### config.mk
export PLATFORM = sky130hd
export DESIGN_NAME = aes_round_ctrl
export DESIGN_NICKNAME = d
export VERILOG_FILES = /design/src/rtl/aes_round_ctrl.sv
export SDC_FILE = /design/constraint.sdc
export NUM_CORES = 1
export LEC_CHECK = 0
export ABC_CLOCK_PERIOD_IN_PS = 3800
export CAP_MARGIN = 20
export CORE_AREA = 2 2 257 259
export DETAILED_ROUTE_END_ITERATION = 6
export DIE_AREA = 0 0 259 261
export HOLD_SLACK_MARGIN = 0.08
export PLACE_DENSITY = 0.45
export RECOVER_POWER = 100
export SLEW_MARGIN = 20
export SYNTH_ARGS = -nofsm -noshare
export SYNTH_HDL_FRONTEND = slang
export SYNTH_SLANG_ARGS = --single-unit
### constraint.sdc
create_clock -name clk -period 3.8 [get_ports clk]
set_input_delay 0.76 -clock clk [delete_from_list [all_inputs] [get_ports clk]]
set_output_delay 0.76 -clock clk [all_outputs]
set_load 0.01 [all_outputs]
### src/rtl/aes_round_ctrl.sv
// -----------------------------------------------------------------------------
// aes_round_ctrl
//
// Iterative AES encryption sequencer. It runs one cipher round per clock. It
// owns the 128-bit state register and the round counter, and it drives the
// expanded-key store address. It performs AddRoundKey itself. The external
// combinational round datapath supplies SubBytes/ShiftRows/MixColumns of
// dp_state; MixColumns is skipped when dp_last is high.
//
// Parameters
//   NR   number of rounds (10/12/14; 14 = AES-256)
//   RKW  round-key address width; 2**RKW must exceed NR
//
// Ports
//   clk, rst        clock; synchronous active-high reset
//   key_valid       key store holds a complete schedule (sampled in IDLE only)
//   in_valid/ready  block request handshake, in_block (byte 0 in [127:120])
//   out_valid/ready ciphertext handshake, out_block
//   rk_addr/rk_data round-key read port (combinational, same-cycle data)
//   dp_state        current state to the round datapath
//   dp_last         final round marker for the datapath
//   dp_result       SB/SR/(MC) of dp_state, without AddRoundKey
//   busy            high while a block is in flight (RUN or DONE)
//   fsm_state       current FSM state (IDLE=0, RUN=1, DONE=2) for observation
//
// Handshakes: a transfer happens on a rising edge where valid and ready are
// both high. A producer holds valid and its payload stable until that edge.
// in_ready depends combinationally on key_valid. out_valid depends only on
// registered state.
// -----------------------------------------------------------------------------
module aes_round_ctrl #(
  parameter int NR  = 14,
  parameter int RKW = 4
) (
  input  logic           clk,
  input  logic           rst,
  input  logic           key_valid,
  input  logic           in_valid,
  output logic           in_ready,
  input  logic [127:0]   in_block,
  output logic           out_valid,
  input  logic           out_ready,
  output logic [127:0]   out_block,
  output logic [RKW-1:0] rk_addr,
  input  logic [127:0]   rk_data,
  output logic [127:0]   dp_state,
  output logic           dp_last,
  input  logic [127:0]   dp_result,
  output logic           busy,
  output logic [1:0]     fsm_state
);

  typedef enum logic [1:0] {
    IDLE = 2'd0,
    RUN  = 2'd1,
    DONE = 2'd2
  } fsm_t;

  localparam logic [RKW-1:0] NR_W = RKW'(NR);

  fsm_t           fsm_q, fsm_d;
  logic [RKW-1:0] round_q, round_d;
  logic [127:0]   state_q, state_d;

  always_ff @(posedge clk) begin
    if (rst) begin
      fsm_q   <= IDLE;
      round_q <= '0;
      state_q <= '0;
    end else begin
      fsm_q   <= fsm_d;
      round_q <= round_d;
      state_q <= state_d;
    end
  end

  always_comb begin
    fsm_d     = fsm_q;
    round_d   = round_q;
    state_d   = state_q;
    in_ready  = 1'b0;
    out_valid = 1'b0;
    rk_addr   = '0;
    dp_last   = 1'b0;

    case (fsm_q)
      IDLE: begin
        in_ready = key_valid;
        if (in_valid && key_valid) begin
          // rk_addr is 0 here, so rk_data is the whitening key.
          state_d = in_block ^ rk_data;
          round_d = {{(RKW-1){1'b0}}, 1'b1};
          fsm_d   = RUN;
        end
      end
      RUN: begin
        rk_addr = round_q;
        dp_last = (round_q == NR_W);
        state_d = dp_result ^ rk_data;
        // The counter stops at NR. DONE resets it, so it never wraps.
        if (round_q == NR_W) begin
          fsm_d = DONE;
        end else begin
          round_d = round_q + 1'b1;
        end
      end
      DONE: begin
        // in_ready stays low, so a new block cannot be accepted in the same
        // cycle as the result handshake. This forces one IDLE cycle between
        // blocks.
        out_valid = 1'b1;
        if (out_ready) begin
          fsm_d   = IDLE;
          round_d = '0;
        end
      end
      default: begin
        fsm_d   = IDLE;
        round_d = '0;
      end
    endcase

    // While reset is asserted, the outputs already show their reset values,
    // so no accept or delivery can be seen on the reset edge.
    if (rst) begin
      in_ready  = 1'b0;
      out_valid = 1'b0;
      rk_addr   = '0;
      dp_last   = 1'b0;
    end
  end

  assign dp_state  = state_q;
  assign out_block = state_q;
  assign busy      = (fsm_q != IDLE) && !rst;
  assign fsm_state = fsm_q;

endmodule

After elaboration in Yosys (flattened, before gate mapping)
Cells that the tools add are included.
{ "word_totals": {"ff_bits": 134, "latch_bits": 0, "ram_bits": 0, "rom_bits": 0, "input_bits": 389, "out_inout_bits": 266, "word_cells": 40, "memories": 0} }
{ "op_classes": {"n_addsub": 1, "mul": 0, "n_div": 0, "magnitude_cmp": 0, "n_eq_ne": 7, "shift": 0, "muxes": 18, "n_bitwise": 2, "reduce_logical": 9} }
{ "ops": {"columns": ["cell", "count"], "rows": [
  ["$pmux 128 s2", 1],
  ["$xor 128x128->128", 2],
  ["$mux 128", 1],
  ["$mux 4", 5],
  ["$pmux 4 s3", 1],
  ["$ne 2x2->1 const B", 4],
  ["$mux 1", 6],
  ["$mux 2", 3],
  ["$pmux 2 s3", 1],
  ["$reduce_and 3->1", 2],
  ["$add 4x1->4 const B", 1],
  ["$eq 4x4->1 const B", 1],
  ["$reduce_bool 2->1", 2],
  ["$eq 2x1->1 const B", 1],
  ["$eq 2x2->1 const B", 1],
  ["$logic_and 1x1->1", 2],
  ["$logic_not 2->1", 1],
  ["$reduce_and 2->1", 1],
  ["$logic_not 1->1", 1]
]} }

Longest topological paths before layout
{ "depth": {"ltp_word": 3, "ltp_mapped": 8, "depth_no_buf": 6} }

Worst setup path after synthesis
Ideal clock, no wire load.
{ "synth_path": {"path_type": "input to output", "startpoint": "in rst", "endpoint": "out in_ready", "arrival_ns": 1.382, "slack_ns": 1.658, "stages": 2, "path_cell_list": "or2_2 > nor3b_1"} }
{ "synth_between": {"elab_chain_len": 1} }
{ "synth_lines": {"columns": ["item", "line", "source"], "rows": [
  ["start: declaration", "36", "input logic rst,"],
  ["$mux 1", "125", "if (rst) begin"],
  ["end: declaration", "39", "output logic in_ready,"]
]} }
Every way passes these cells.

Worst setup path after layout
{ "layout_path": {"startpoint": "in key_valid", "endpoint": "reg state_q[18] (netlist: dp_state[18])"} }
{ "layout_between": {"elab_chain_len": 3} }
{ "layout_lines": {"columns": ["item", "line", "source"], "rows": [
  ["start: declaration", "37", "input logic key_valid,"],
  ["$logic_and 1x1->1", "89", "if (in_valid && key_valid) begin"],
  ["$ne 2x2->1 (no source line)", null, null],
  ["$reduce_and 2->1 (no source line)", null, null],
  ["end signal: assignment", "73", "state_q <= state_d;"],
  ["end: declaration", "63", "logic [127:0] state_q, state_d;"]
]} }
Every way passes these cells.
A chain may end at the register's enable or synchronous reset.

==> run_summary.xml <==
<?xml version="1.0" encoding="UTF-8"?>
<metrics>
  <group name="finish">
    <metric name="final_cell_area_excluding_filler_cells" unit="mm²">0.0148</metric>
    <metric name="layout.cells.most_common" unit="">sky130_fd_sc_hd__clkdlybuf4s50_1</metric>
    <metric name="final-instance-count-excl-fill" unit="">2123</metric>
    <metric name="areaGrowthSynthToFinish" unit="%">91.1</metric>
    <metric name="antenna_cells" unit="">0</metric>
    <metric name="fillerInstances" unit="">6926</metric>
    <metric name="layout_common_cells" unit="">sky130_fd_sc_hd__clkdlybuf4s50_1, sky130_fd_sc_hd__dlygate4sd3_1, sky130_fd_sc_hd__dfxtp_1</metric>
    <metric name="num-nets-final" unit="">1637</metric>
    <metric name="drive_above_1_share" unit="%">3.10</metric>
  </group>
  <group name="synth">
    <metric name="ys.warnings.count" unit="">0</metric>
    <metric name="ys_seq_area_share" unit="%">34.7</metric>
    <metric name="synthesis.area_per_instance" unit="µm²">10.5</metric>
    <metric name="synth-seq-cells" unit="">134</metric>
    <metric name="synth.lib_cells_used.distinct" unit="">27</metric>
    <metric name="synth_fp_nets" unit="">1130</metric>
    <metric name="synthDominantCellAreaShare" unit="%">34.7</metric>
    <metric name="synthesis.area" unit="mm²">0.00773</metric>
    <metric name="ys_top_cells_by_area" unit="">sky130_fd_sc_hd__dfxtp_1, sky130_fd_sc_hd__mux2i_1, sky130_fd_sc_hd__xnor2_1, sky130_fd_sc_hd__a22o_1, sky130_fd_sc_hd__buf_4</metric>
    <metric name="synthCells" unit="">739</metric>
    <metric name="synth_largest_area_cell" unit="">sky130_fd_sc_hd__dfxtp_1</metric>
  </group>
  <group name="setup_path">
    <metric name="cp.required" unit="ns">4.20</metric>
    <metric name="timing.critical_path.fanout_max" unit="">62</metric>
    <metric name="arr_time_crit_path" unit="ns">3.65</metric>
    <metric name="end_kind" unit="">flip-flop</metric>
    <metric name="crit_type" unit="">input port to flip-flop</metric>
    <metric name="timing.critical_path.from_type" unit="">input port</metric>
  </group>
  <group name="clock_tree">
    <metric name="clock_tree.htree_level_count" unit="">4</metric>
    <metric name="post_cts_buffers" unit="">0</metric>
    <metric name="cts_hold_buffers" unit="">0</metric>
    <metric name="cts_num_sinks" unit="">134</metric>
    <metric name="cts.repair.resized" unit="">0</metric>
    <metric name="numCtsBuffers" unit="">17</metric>
    <metric name="worstSkewPairLatency" unit="ns">0.46</metric>
    <metric name="clock_path_buffers" unit="">2</metric>
    <metric name="tritoncts_clock_tree" unit="">done</metric>
    <metric name="clkTransAtPathRegs" unit="ns">0.06</metric>
    <metric name="clock-root-buffer" unit="">sky130_fd_sc_hd__clkbuf_16</metric>
  </group>
  <group name="worst_hold_path">
    <metric name="hold_path_class" unit="">flip-flop to flip-flop</metric>
  </group>
  <group name="detailed_routing">
    <metric name="wire_length_per_cell" unit="µm">16.8</metric>
    <metric name="drt.antenna.violating_nets" unit="">0</metric>
    <metric name="routed_wirelength" unit="µm">35800</metric>
    <metric name="drt-initial-drc-count" unit="">165</metric>
    <metric name="first_pass_iters" unit="">4</metric>
    <metric name="vias_per_cell" unit="">3.47</metric>
    <metric name="num_vias" unit="">7371</metric>
    <metric name="route.detailed.drc" unit="">0</metric>
  </group>
  <group name="power_and_ir_drop">
    <metric name="max_ir_drop_vdd" unit="µV">278</metric>
    <metric name="power_density" unit="mW/mm²">334</metric>
    <metric name="power_leakage" unit="nW">5.83</metric>
    <metric name="fin_total_pwr" unit="mW">4.94</metric>
  </group>
  <group name="die">
    <metric name="io_pins" unit="">655</metric>
    <metric name="rows" unit="">94</metric>
    <metric name="floorplan.die.height" unit="µm">261</metric>
    <metric name="dieArea" unit="mm²">0.0676</metric>
    <metric name="core-area" unit="mm²">0.0650</metric>
    <metric name="floorplan.die.width" unit="µm">259</metric>
    <metric name="initial_util" unit="%">11.9</metric>
  </group>
  <group name="sta">
    <metric name="final.setup.worst_slack" unit="ns">0.550</metric>
    <metric name="worst_slew_pin_slew" unit="ns">0.927</metric>
    <metric name="timing.clock.skew" unit="ns">0.0111</metric>
    <metric name="finalMaxSlewViolations" unit="">0</metric>
    <metric name="final.setup.tns" unit="ns">0</metric>
    <metric name="finalSetupViolCount" unit="">0</metric>
    <metric name="min_period" unit="ns">3.25</metric>
    <metric name="unrepaired_setup_endpoints_after_global_routing" unit="">no</metric>
    <metric name="final-hold-violation-count" unit="">0</metric>
    <metric name="max_freq" unit="MHz">308</metric>
    <metric name="slew_headroom" unit="%">38.0</metric>
    <metric name="timing.final.crit_share" unit="%">85.5</metric>
  </group>
  <group name="global_route">
    <metric name="grt_ovf" unit="">0</metric>
    <metric name="grt_util_all_layers" unit="%">10.2</metric>
    <metric name="grt_pass1_wl" unit="µm">50100</metric>
    <metric name="initial_antenna_violation_count" unit="">5</metric>
    <metric name="grt_pass1_vias" unit="">7634</metric>
    <metric name="grt_max_degree" unit="">69</metric>
  </group>
  <group name="place">
    <metric name="post-place-cells" unit="">2091</metric>
    <metric name="gpl.final_weighted_congestion" unit="">0.757</metric>
    <metric name="place_hpwl" unit="µm">28800</metric>
    <metric name="preCtsSetupSlack" unit="ns">0.689</metric>
    <metric name="placement.io_buffers" unit="">654</metric>
    <metric name="placedInstanceArea" unit="mm²">0.0142</metric>
  </group>
  <group name="run_status">
    <metric name="status" unit="">completed</metric>
  </group>
  <group name="job">
    <metric name="cap_violations" unit="">0</metric>
  </group>
</metrics>
## sequential cells by signal (all words and copies together) (netlist names)
signal,cells
dp_state,128
fsm_state,2
round_q,4
## cells by family (layout without fill, tap and decap cells)
kind of cell               after synthesis  in the layout  synth area share, %
muxes                                  128            128                 16.6
xor gates and xnor gates               129            129                 14.6
and+or+nand+nor                         29             29                 1.83
adders and majority gates                2              2                0.323
DFF                                    134            134                 34.7
buffers and inverters                  175            695                 16.4
AOI/OAI and AO/OA                      142            142                 15.6
## final timing paths
path                            slack (ns)            to         start  depth (start not counted)
worst min-delay path                  0.50  dp_state[37]  dp_state[37]                          1
worst max-delay path                  0.55  dp_state[18]     key_valid                          6
worst min register to register        0.50  dp_state[37]  dp_state[37]                          1
worst max register to register        0.93  dp_state[18]  fsm_state[0]                          5
## area by class of cell
class / instances / area, µm² / share of cell area [%]
clock buffer: 21 / 460 / 3.11
timing repair buffer: 662 / 6640 / 44.9
multi-input combinational: 430 / 3790 / 25.6
inverter: 1 / 3.75 / 0.0254
clock inverter: 11 / 125 / 0.846
sequential: 134 / 2680 / 18.1
tap: 864 / 1080 / 7.31
## critical path, stage by stage
cell and delay (ns):
sky130_fd_sc_hd__dlygate4sd3_1 0.57, sky130_fd_sc_hd__a21oi_1 0.30, sky130_fd_sc_hd__nor2_1 0.10, sky130_fd_sc_hd__nor2_1 0.71, sky130_fd_sc_hd__clkbuf_4 0.82, sky130_fd_sc_hd__a22o_1 0.27
## power by group
part           total (mW)  leakage [nW]  internal [mW]  switching, mW
logic                1.54          4.45          0.958          0.582
clock network        1.74         0.283           1.00          0.740
registers            1.66          1.10           1.54          0.125
total                4.94          5.83           3.50           1.45
## per-stage QoR
stage,hold slack (ns),util [%]
5_1_grt,0.521,22.7
4_1_cts,0.517,22.8
6_report,0.497,22.7
3_5_place_dp,0.497,21.9
3_3_place_gp,0.492,21.9
2_1_floorplan,0.507,-
## metal layers
metal	GRT usage (%)	wire length (µm)	up-vias	part of all wire, %
met4	2.87	481	2	1.3
met3	4.24	3560	34	9.9
met1	10.7	13200	3405	37
li1	-	-	3504	-
met5	0	11	-	0.031
met2	18.4	18500	426	52
## cells in the mapped netlist
cell	instances
sky130_fd_sc_hd__nor3_1	4
sky130_fd_sc_hd__nand2b_1	1
sky130_fd_sc_hd__a41oi_1	1
sky130_fd_sc_hd__a22o_1	128
sky130_fd_sc_hd__buf_6	11
sky130_fd_sc_hd__dfxtp_1	134
sky130_fd_sc_hd__nor3b_1	3
sky130_fd_sc_hd__a21oi_1	8
sky130_fd_sc_hd__inv_1	1
sky130_fd_sc_hd__o21ai_0	1
sky130_fd_sc_hd__and2_1	3
sky130_fd_sc_hd__clkbuf_2	1
sky130_fd_sc_hd__mux2i_1	128
sky130_fd_sc_hd__a21boi_0	1
sky130_fd_sc_hd__nor2_1	13
sky130_fd_sc_hd__xnor2_1	129
sky130_fd_sc_hd__o21a_1	1
sky130_fd_sc_hd__nand2_1	2
sky130_fd_sc_hd__buf_2	28
sky130_fd_sc_hd__a31oi_1	1
sky130_fd_sc_hd__nand3_1	1
sky130_fd_sc_hd__clkbuf_1	2
sky130_fd_sc_hd__buf_4	132
sky130_fd_sc_hd__ha_1	2
sky130_fd_sc_hd__or2_2	1
sky130_fd_sc_hd__nor2b_1	1
sky130_fd_sc_hd__a211oi_1	1
Note: power is estimated with default switching activity, not from simulation.
